`config.mk`:
```
export PLATFORM = sky130hd
export DESIGN_NAME = stp16_frame_receiver
export DESIGN_NICKNAME = d
export VERILOG_FILES = /design/src/rtl/stp16_frame_receiver.sv
export SDC_FILE = /design/constraint.sdc
export NUM_CORES = 1
export LEC_CHECK = 0
export BUFFER_PORTS_ARGS = -buffer_cell sky130_fd_sc_hd__clkbuf_2
export CAP_MARGIN = 10
export CORE_MARGIN = 3
export CORE_UTILIZATION = 56
export DETAILED_ROUTE_END_ITERATION = 7
export PLACE_DENSITY_LB_ADDON = 0.25
export RECOVER_POWER = 25
export SYNTH_ARGS = -nofsm -noshare
export SYNTH_HDL_FRONTEND = slang
export SYNTH_SLANG_ARGS = --single-unit
```
`constraint.sdc`:
```
create_clock -name clk -period 2.7 [get_ports clk]
set_input_delay 0 -clock clk [delete_from_list [all_inputs] [get_ports clk]]
set_output_delay 0 -clock clk [all_outputs]
set_load 0.05 [all_outputs]
```
`src/rtl/stp16_frame_receiver.sv`:
```
`default_nettype none
// +----------------------------------------------------------------------------+
// | Module      : stp16_frame_receiver                                         |
// | Description : Oversampling receiver for the STP16CPC26 serial LED bus.     |
// |               Deserializes MSB-first WIDTH-bit frames, delivers latched    |
// |               frames on a valid/ready port, flags framing and overrun.     |
// |               Optional macro STP16_RX_DEDUP_EN drops repeated frames that  |
// |               equal the last accepted frame.                               |
// | Revision    : 1.0 - initial release                                        |
// +----------------------------------------------------------------------------+
module stp16_frame_receiver #(
  parameter int WIDTH       = 32,
  parameter int SYNC_STAGES = 2
) (
  input  logic                          clk,
  input  logic                          reset,
  input  logic                          stp16_clk,
  input  logic                          stp16_sdi,
  input  logic                          stp16_le,
  input  logic                          stp16_noe,
  output logic                          o_valid,
  input  logic                          o_ready,
  output logic [WIDTH-1:0]              o_data,
  output logic                          o_enabled,
  output logic                          o_frame_err,
  output logic                          o_overrun,
  output logic [$clog2(WIDTH+2)-1:0]    o_bit_count
);

  localparam int            CW         = $clog2(WIDTH + 2);
  localparam logic [CW-1:0] COUNT_FULL = CW'(WIDTH);
  localparam logic [CW-1:0] COUNT_MAX  = CW'(WIDTH + 1);

  // Bus bits packed together so one synchronizer chain serves all four lines:
  // [3]=noe, [2]=le, [1]=sdi, [0]=clk.
  logic [3:0]       bus_in;
  logic [3:0]       sync_q [SYNC_STAGES];
  logic [3:0]       bus_s;
  logic             clk_d;
  logic             le_d;
  logic             clk_rise;
  logic             le_rise;
  logic [WIDTH-1:0] shreg;
  logic [WIDTH-1:0] next_shreg;
  logic [CW-1:0]    count;
  logic [CW-1:0]    next_count;
  logic             is_dup;

  assign bus_in = {stp16_noe, stp16_le, stp16_sdi, stp16_clk};
  assign bus_s  = sync_q[SYNC_STAGES-1];

  // Multi-flop synchronizer for all bus inputs; sdi shares the clk stage so
  // data stays aligned with its shift edge.
  always_ff @(posedge clk or posedge reset) begin
    if (reset) begin
      for (int i = 0; i < SYNC_STAGES; i++) sync_q[i] <= 4'b0000;
    end else begin
      sync_q[0] <= bus_in;
      for (int i = 1; i < SYNC_STAGES; i++) sync_q[i] <= sync_q[i-1];
    end
  end

  // One-cycle delayed copies for rising-edge detection, plus the enable flop.
  always_ff @(posedge clk or posedge reset) begin
    if (reset) begin
      clk_d     <= 1'b0;
      le_d      <= 1'b0;
      o_enabled <= 1'b0;
    end else begin
      clk_d     <= bus_s[0];
      le_d      <= bus_s[2];
      o_enabled <= ~bus_s[3];
    end
  end

  assign clk_rise = bus_s[0] & ~clk_d;
  assign le_rise  = bus_s[2] & ~le_d;

  // Post-shift view: when clk and le rise together the final bit is included
  // in both the word and the count used for the frame check.
  assign next_shreg = clk_rise ? {shreg[WIDTH-2:0], bus_s[1]} : shreg;
  assign next_count = (clk_rise && (count != COUNT_MAX)) ? count + CW'(1) : count;

`ifdef STP16_RX_DEDUP_EN
  logic [WIDTH-1:0] last_word;
  logic             have_last;

  // Remember the last frame the consumer actually accepted.
  always_ff @(posedge clk or posedge reset) begin
    if (reset) begin
      last_word <= '0;
      have_last <= 1'b0;
    end else if (o_valid && o_ready) begin
      last_word <= o_data;
      have_last <= 1'b1;
    end
  end

  assign is_dup = have_last && (next_shreg == last_word);
`else
  assign is_dup = 1'b0;
`endif

  // Shift, count, frame check and valid/ready output register.
  always_ff @(posedge clk or posedge reset) begin
    if (reset) begin
      shreg       <= '0;
      count       <= '0;
      o_data      <= '0;
      o_valid     <= 1'b0;
      o_frame_err <= 1'b0;
      o_overrun   <= 1'b0;
    end else begin
      o_frame_err <= 1'b0;
      o_overrun   <= 1'b0;
      if (o_valid && o_ready) o_valid <= 1'b0;
      if (clk_rise) shreg <= next_shreg;
      if (le_rise) begin
        count <= '0;
        if (next_count == COUNT_FULL) begin
          if (!is_dup) begin
            o_data  <= next_shreg;
            o_valid <= 1'b1;
            // Latest display state wins; an unaccepted frame is replaced.
            if (o_valid && !o_ready) o_overrun <= 1'b1;
          end
        end else begin
          o_frame_err <= 1'b1;
        end
      end else begin
        count <= next_count;
      end
    end
  end

  assign o_bit_count = count;

endmodule
`default_nettype wire

```
==> reports/results.txt, run 1 <==
The run finished, with violations left. The final reports fail on max-capacitance violations, max-slew violations. STA classifies the critical path startpoint as a flop. Buffers added to address setup during post-CTS repair amount to 0. The via count normalized by instance count works out to 4.97.

The setup path with the least slack is of type flop to flop. The run gives 0.00564 mm² as the area of the core. The final layout contains 338 nets.

The synthesized area came out at 0.00335 mm². The number of antenna diodes in the final layout is 0. Entering global routing, the biggest net connects 47 pins. The die covers 0.00695 mm². The tools report the total overflow reported by the global router as 0.

Via count of the first global-routing pass: 2,057. The number of optimization iterations in the first detailed-route pass was 4. In the synthesized netlist, the number of instances is 271.

For the count of warnings emitted by yosys, the log shows 0. The placed instances occupy a cell area of 0.00366 mm². The tools report the signal arrival time at the worst endpoint as 2440 ps. The worst register-to-register path ends at o_data[9]. For this design, the sink count on the clock tree is 84.

The count of nets left with antenna violations once routing finished came out at 0. In this run, CTS created clock tree buffers numbering 9. The clock tree synthesis step divided the H-tree into 3 levels. The die is 83.3 µm tall. The library cell used most frequently in the layout, excluding fill and tap cells, is sky130_fd_sc_hd__nand2_1. The final cycle utilization of the critical path was 81.8%; the part of the power in combinational logic was 8.4%. The detailed router's first-iteration violation count is 113, and the number of DRC violations after detailed routing is 0. VDD sags by at most 0.468 mV. In this run the worst path has a maximum fanout of 17.

Net switching is 25.0% of the power. The area growth from synthesis to layout is 17.5%. The number of antenna violations at the first check in global routing came out at 0. Setup repair after global routing left no endpoint under its margin. The run gives 53.4% as the sequential fraction of design power. The cell at the root of the clock tree was sky130_fd_sc_hd__clkbuf_8.

Worst hold slack after final layout: 305 ps. Along the worst hold path, the cell count comes to 2. The number of maximum-capacitance violations was 1; the final core area utilization was 69.8%.

The tools report the count of endpoints failing setup in the final report as 0. The tools report the remaining max-slew budget at the tightest pin as -17.4%. Counting flops and latches in the post-synthesis netlist gives 84. The top cell types in the final layout, fill and taps aside, are sky130_fd_sc_hd__nand2_1, sky130_fd_sc_hd__dfrtp_1, sky130_fd_sc_hd__clkbuf_2, sky130_fd_sc_hd__mux2_4. The worst hold path terminates at sync_q[6]. The capturing element type of the critical path is a flop. The time the final worst path needs with I/O delays and setup was 2210 ps; the part of the power in the clock network was 38.2%. On the final layout, the worst clock skew is 11.6 ps.

The number of endpoints with negative hold slack in the final report was 0; the total routing usage reported by global routing was 18.7%. The number of gates resized after cts was 0; the leakage power summed over all cells was 0.00222 µW. The worst hold path belongs to the class primary input to flop.

For this design the ratio of total power to cell area is 648 mW/mm². The measured slew at the worst slew-check pin is 1760 ps. The number of port buffers came out at 48.

The run gives 30 as the number of library cell types mapped by synthesis. The flop-to-flop setup slack is 490 ps, and the clock slew seen by the registers of the worst setup and hold paths is 90 ps. Setup total negative slack on the finished layout was measured at 0 ps. TritonCTS built the clock tree.

The routed layout has 2,018 vias. In the final routed layout, each cell accounts on average for 14.4 µm. For this design the top-level I/O count stands at 49. Static timing analysis puts the maximum clock frequency at 453 MHz. The cell count of the worst reg-to-reg path was 8; the reported net switching power was 637 µW.

The width of the die is 83.3 µm. A synthesized cell averages 12.4 µm². The first global-routing pass estimated 10,200 µm of wire.

Required time of the worst setup path: 2930 ps. In this run the most critical hold path is launched from stp16_le. The final layout contains routed wiring with a total length of 5840 µm.

First element of the critical path: o_bit_count[1]. In this run the deepest clock path goes through 2 buffers. The count of final max-slew check failures is 46. After routing the design area is 0.00394 mm². For the standard-cell row count, the log shows 27.

The starting density of the core was 59.4%. At the later pin of the worst-skew pair, clock insertion delay measures 340 ps. For the net count of the mapped netlist, the log shows 280.

The launching point of the worst reg2reg path was o_bit_count[1]. The internal power of the cells totals 1910 µW. The ratio of cells with drive above 1 in the final layout came out at 32.9%. The HPWL after detailed placement is 3800 µm.

Routability-driven placement finished with a final weighted congestion of 0.824. After synthesis, flip-flops and latches occupy 62.8% of the total area.
[Yosys cell counts, drive strengths merged]
master	n	area share, %
a21oi	1	0.15
a32o	1	0.30
and2	1	0.19
and3	1	0.19
and3b	1	0.30
buf	5	1.6
clkbuf	8	0.93
dfrtp	84	63
ha	2	0.75
inv	4	0.45
mux2	33	14
mux2i	1	0.41
nand2	100	11
nand2b	1	0.19
nand3	2	0.30
nand4	2	0.82
nand4bb	1	0.82
nor2	9	1.0
nor2b	3	0.56
nor3	1	0.15
o21ai	1	0.49
o2bb2ai	1	0.26
or2	1	0.19
or2b	1	0.22
xnor2	2	0.52
xor2	4	1.0
[logic make-up (layout without fill, tap and decap cells)]
kind of cell,count (synthesis),count (layout),synth area share [%]
AND/OR/NAND/NOR,124,124,16.1
flip-flops,84,84,62.8
multiplexers,34,34,14.6
buffers and inverters,17,80,2.95
XOR/XNOR,6,6,1.57
AO/OA/AOI/OAI,4,4,1.20
adder cells (fa/ha/maj),2,2,0.747
[routing by layer]
layer  wire length (µm)  up-vias  global-route usage (%)
met5                  0        -                       0
met4                111        0                    8.47
met3                234       10                    3.77
met2               2730       50                    28.2
met1               2770      976                    26.3
li1                   -      982                       -
[layout make-up]
type / count / area (µm²)
flip-flops and latches: 84 / 2100
fillers: 414 / 1710
multi-input cells: 170 / 1150
repair buffers: 60 / 358
clock buffers: 9 / 124
clock inverters: 7 / 96.3
well taps: 72 / 90.1
inverters: 4 / 15.0
[power by group through the flow]
| stage | Sequential [µW] | Clock [µW] | Combinational (µW) |
|---|---|---|---|
| after floorplan | 1410 | 0 | 130 |
| after global placement | 1380 | 0 | 207 |
| after detailed placement | 1390 | 0 | 211 |
| after CTS | 1360 | 990 | 219 |
| after global routing | 1370 | 1050 | 245 |
| final | 1360 | 974 | 215 |
[sequential cells by signal, indices dropped and copies added (netlist names)]
signal / flops
o_data: 32
clk_d: 1
o_bit_count: 6
o_valid: 1
o_overrun: 1
le_d: 1
sync_q: 4
bus_s: 4
o_enabled: 1
o_frame_err: 1
shreg: 32
[worst max-delay path: stages (launching register included)]
cell and delay, ps:
sky130_fd_sc_hd__dfrtp_1 440, sky130_fd_sc_hd__inv_1 80, sky130_fd_sc_hd__ha_1 190, sky130_fd_sc_hd__nand4bb_4 150, sky130_fd_sc_hd__o21ai_4 220, sky130_fd_sc_hd__mux2i_2 320
sky130_fd_sc_hd__nand4_4 120, sky130_fd_sc_hd__buf_4 250, sky130_fd_sc_hd__mux2_4 330
[per-stage QoR]
step	power (µW)	setup WS [ps]	instances
6_report	2550	491	406
5_1_grt	2660	336	406
3_5_place_dp	1600	474	384
4_1_cts	2570	473	406
2_1_floorplan	1540	297	271
3_3_place_gp	1590	539	384
[repair_timing]
| item | CTS | global route |
|---|---|---|
| hold endpoints to repair | 51 | 0 |
| setup endpoints to repair | 0 | 0 |
| hold buffers | 6 | 0 |
[worst max path at each step]
stage                      end
finish               o_data[9]
global route        o_data[18]
CTS                  o_data[7]
detailed placement   o_data[7]
global placement    o_data[12]
floorplan           o_data[10]
Power figures use the tool's default switching activity.
==> run 2, diff against run 1 <==
--- a/config.mk
+++ b/config.mk
@@ -5,6 +5,7 @@
 export SDC_FILE = /design/constraint.sdc
 export NUM_CORES = 1
 export LEC_CHECK = 0
+export ABC_AREA = 1
 export BUFFER_PORTS_ARGS = -buffer_cell sky130_fd_sc_hd__clkbuf_2
 export CAP_MARGIN = 10
 export CORE_MARGIN = 3
==> constraint.sdc (replaced) <==
create_clock -name clk -period 2.1 [get_ports clk]
set_input_delay 0 -clock clk [delete_from_list [all_inputs] [get_ports clk]]
set_output_delay 0 -clock clk [all_outputs]
set_load 0.05 [all_outputs]
==> run 2 against run 1 <==
Compared with the run above: the run still ends with max-capacitance violations, max-slew violations left; core utilization down 0.92 points; die area down 0.91%; global-route usage up 1.3 points; sequential share of layout area up 1.0 points.
==> reports/results.txt, run 2 <==
The run finished, with violations left. The final reports fail on max-capacitance violations, max-slew violations. The run gives 151 as the detailed router's first-iteration violation count.

From synthesis to final layout, the design area changed by 16.4%. Measured slew at the worst slew-check pin: 1620 ps. The most repeated cell in the gate-level netlist after synthesis is sky130_fd_sc_hd__nand2_1.

End point of the critical path: o_data[24]. The height of the chip was 83.0 µm. The startpoint identified for the worst hold timing path is stp16_noe. The ratio of cells with drive above 1 in the final layout works out to 20.2%.

After detailed routing, the total wire length is 6310 µm. Time the final worst path needs with I/O delays and setup: 1910 ps. The number of antenna violations at the first check in global routing came out at 0. The remaining max-slew budget at the tightest pin was -7.86%. Worst min-delay path class: primary input to flop. The count of nets left with antenna violations once routing finished came out at 0.

Counting instances in the post-synthesis netlist gives the leading cell types as sky130_fd_sc_hd__nand2_1, sky130_fd_sc_hd__dfrtp_1, sky130_fd_sc_hd__nand4_1. For the count of endpoints failing setup in the final report, the log shows 0. By startpoint and endpoint, the worst setup path is classified as flop to flop.

Traced cell by cell, the critical path runs through ha_1 > inv_1 > nor2_1 > nand3_1 > nand2_1 > nand2_2 > nor2_4 > nand3_4 > nand2_1 > nand2_1. The number of enable flip-flop cells after synthesis came out at 0. The width of the die was 83.0 µm. Number of endpoints with negative hold slack in the final report: 0.

For the number of maximum-capacitance violations, the log shows 1. The floorplan step defined a die boundary enclosing 0.00688 mm². The top cell types in the final layout, fill and taps aside, are sky130_fd_sc_hd__nand2_1, sky130_fd_sc_hd__dfrtp_1, sky130_fd_sc_hd__clkbuf_2, sky130_fd_sc_hd__nand4_1. During placement, the flow inserted port buffers numbering 48. The run gives 458 as the fill cell instance count of the final layout. The most used flip-flop cell after synthesis was sky130_fd_sc_hd__dfrtp_1.

The count of buffers added by post-CTS timing repair for setup was 0; the largest voltage drop on the vdd net was 0.488 mV. In this run the worst setup path begins at o_bit_count[0]. Hold repair after CTS inserted 6 buffers. Leading cell type in the layout, fill and taps excluded: sky130_fd_sc_hd__nand2_1. The post-layout total power is 3090 µW.

In this run the critical register-to-register path is captured at o_data[24]. The leakage power summed over all cells is 0.00205 µW. STA puts the critical path data required time at 2330 ps. Setup repair after global routing left no endpoint under its margin.

In this design, the largest share of critical-path delay is due to simple AND/OR/NAND/NOR gates. After clock tree synthesis, the clock-pin slew on the worst setup and hold paths is 80 ps. The clock net in this run drives a total of 84 sinks.

In this run the number of cells on the critical path is 10. Based on the critical path, the design can be clocked at up to 523 MHz. In the finished design, the share of the clock period the worst path needs comes to 91.0%. The delay contributed by the slowest stage of the critical path was 450 ps; the count of warnings emitted by yosys was 0.

The worst register-to-register path has a setup slack of 190 ps. The later pin in the worst-skew pair is clocked with a latency of 340 ps. In this run, synthesis produced a sequential element count of 84.

The area of the core is 0.00561 mm². Of the synthesized area, sequential elements account for 63.4%. The largest individual stage delay along the critical path comes from the cell sky130_fd_sc_hd__dfrtp_1. The synthesized area per cell is 9.61 µm².

Most frequent cell on the critical path: sky130_fd_sc_hd__nand2_1. The cell type contributing the most total cell area after synthesis was sky130_fd_sc_hd__dfrtp_1. The via count of the first global-routing pass was 2,428; the number of library cell types mapped by synthesis was 22. The worst setup path is captured at a flop. The number of clock buffers added by TritonCTS is 9. The first global-routing pass estimated 11,200 µm of wire. The final weighted congestion of routability-driven global placement was 0.835.

At the worst endpoint, the arrival time is 2140 ps. The count of final max-slew check failures is 32, and the cell count of the worst reg-to-reg path is 10. The post-layout net count is 409. STA classifies the critical path startpoint as a flop.

Of all nets on the critical path, the largest fanout is 34. Post-CTS repair changed the size of 0 cells. Async set or reset register ratio after synthesis: 100%. The launching point of the worst reg2reg path is o_bit_count[0]. Number of buffer and inverter stages on the critical path: 1.

On the final layout, the worst clock skew is 8.55 ps. For the total overflow reported by the global router, the log shows 0. Standard-cell row count: 27. The post-DP HPWL is 4070 µm. For the synthesized area, the log shows 0.00332 mm². Starting density of the core: 59.1%. Summed over all failing endpoints, the final setup total negative slack is 0 ps. Entering global routing, the biggest net connects 54 pins. The top-area cell type share of the netlist area is 63.4%, and the power density over the cells is 800 mW/mm². TritonCTS built the clock tree. In the routed layout, each cell is associated on average with a via count of 5.28.

The routed length per placed instance was 13.2 µm; the post-synthesis cell count was 345. Yosys attributes the largest share of cell area to sky130_fd_sc_hd__dfrtp_1, sky130_fd_sc_hd__nand2_1, sky130_fd_sc_hd__nand4_1. The number of DRC violations after detailed routing is 0.

The number of top-level pins was 49. The tools report the H-tree level count as 3. The logs give 0 for the count of inserted antenna diode cells and 20.0% for the total routing usage reported by global routing.

The cell sitting at the root of the clock tree is a sky130_fd_sc_hd__clkbuf_8. The number of nets in the synthesized netlist is 354. Counting along the longest clock path gives a buffer depth of 2.

The final route contains 2,518 vias. For this run, the detailed router's first-pass iteration total came to 4.
run 2: changes by cell type after synthesis, moves of 4 or more:
cell | previous run | this run
sky130_fd_sc_hd__nand3_1 | 2 | 7
sky130_fd_sc_hd__xor2_1 | 4 | 0
sky130_fd_sc_hd__nand4_1 | 1 | 33
sky130_fd_sc_hd__buf_2 | 0 | 6
sky130_fd_sc_hd__mux2_4 | 28 | 0
sky130_fd_sc_hd__nand2_1 | 100 | 119
sky130_fd_sc_hd__mux2_2 | 5 | 0
sky130_fd_sc_hd__inv_1 | 4 | 28
sky130_fd_sc_hd__o21ai_0 | 0 | 27
run 2: worst min-delay path by stage:
stage	slack, ps	endpoint	cells after the start
floorplan	30	sync_q[4]	0
global placement	110	sync_q[5]	1
detailed placement	110	sync_q[7]	1
CTS	280	sync_q[7]	2
global route	290	sync_q[6]	2
finish	300	sync_q[7]	2
run 2: area by class of cell:
class                   count  area (µm²)  share of cell area (%)
clock buffers              13         169                    4.37
clock inverters             3        20.0                   0.518
inverters                  30         116                    3.01
multi-input cells         212        1000                    26.0
flip-flops and latches     84        2100                    54.4
well taps                  72        90.1                    2.33
repair buffers             63         360                    9.33
run 2: kinds of logic after synthesis:
logic type / Yosys count / synth area share (%)
buf+inv: 49 / 6.45
compound gates: 34 / 5.28
simple gates: 176 / 24.1
flops: 84 / 63.4
fa+ha+maj: 2 / 0.754
run 2: metal layers:
metal,vias up,share of wire [%],global-route usage (%)
li1,1228,-,-
met1,1212,45,27.2
met2,72,50,31.2
met3,6,4.4,5.26
met4,0,0.97,7.58
met5,-,0,0
run 2: power breakdown:
group,total [µW],internal [µW],switching [µW]
Combinational,295,79.3,216
Clock,1060,526,533
Sequential,1730,1690,39.2
run 2: per-stage QoR:
step                hold slack (ps)  utilization [%]  setup slack, ps  instances  area, µm²
detailed placement              110             64.5              206        455       3620
CTS                             284             69.0              184        477       3870
global route                    291             68.9             2.59        477       3860
finish                          304             68.9              188        477       3860
global placement                109             64.5              263        455       3620
floorplan                      31.4                -             93.8        345       3320
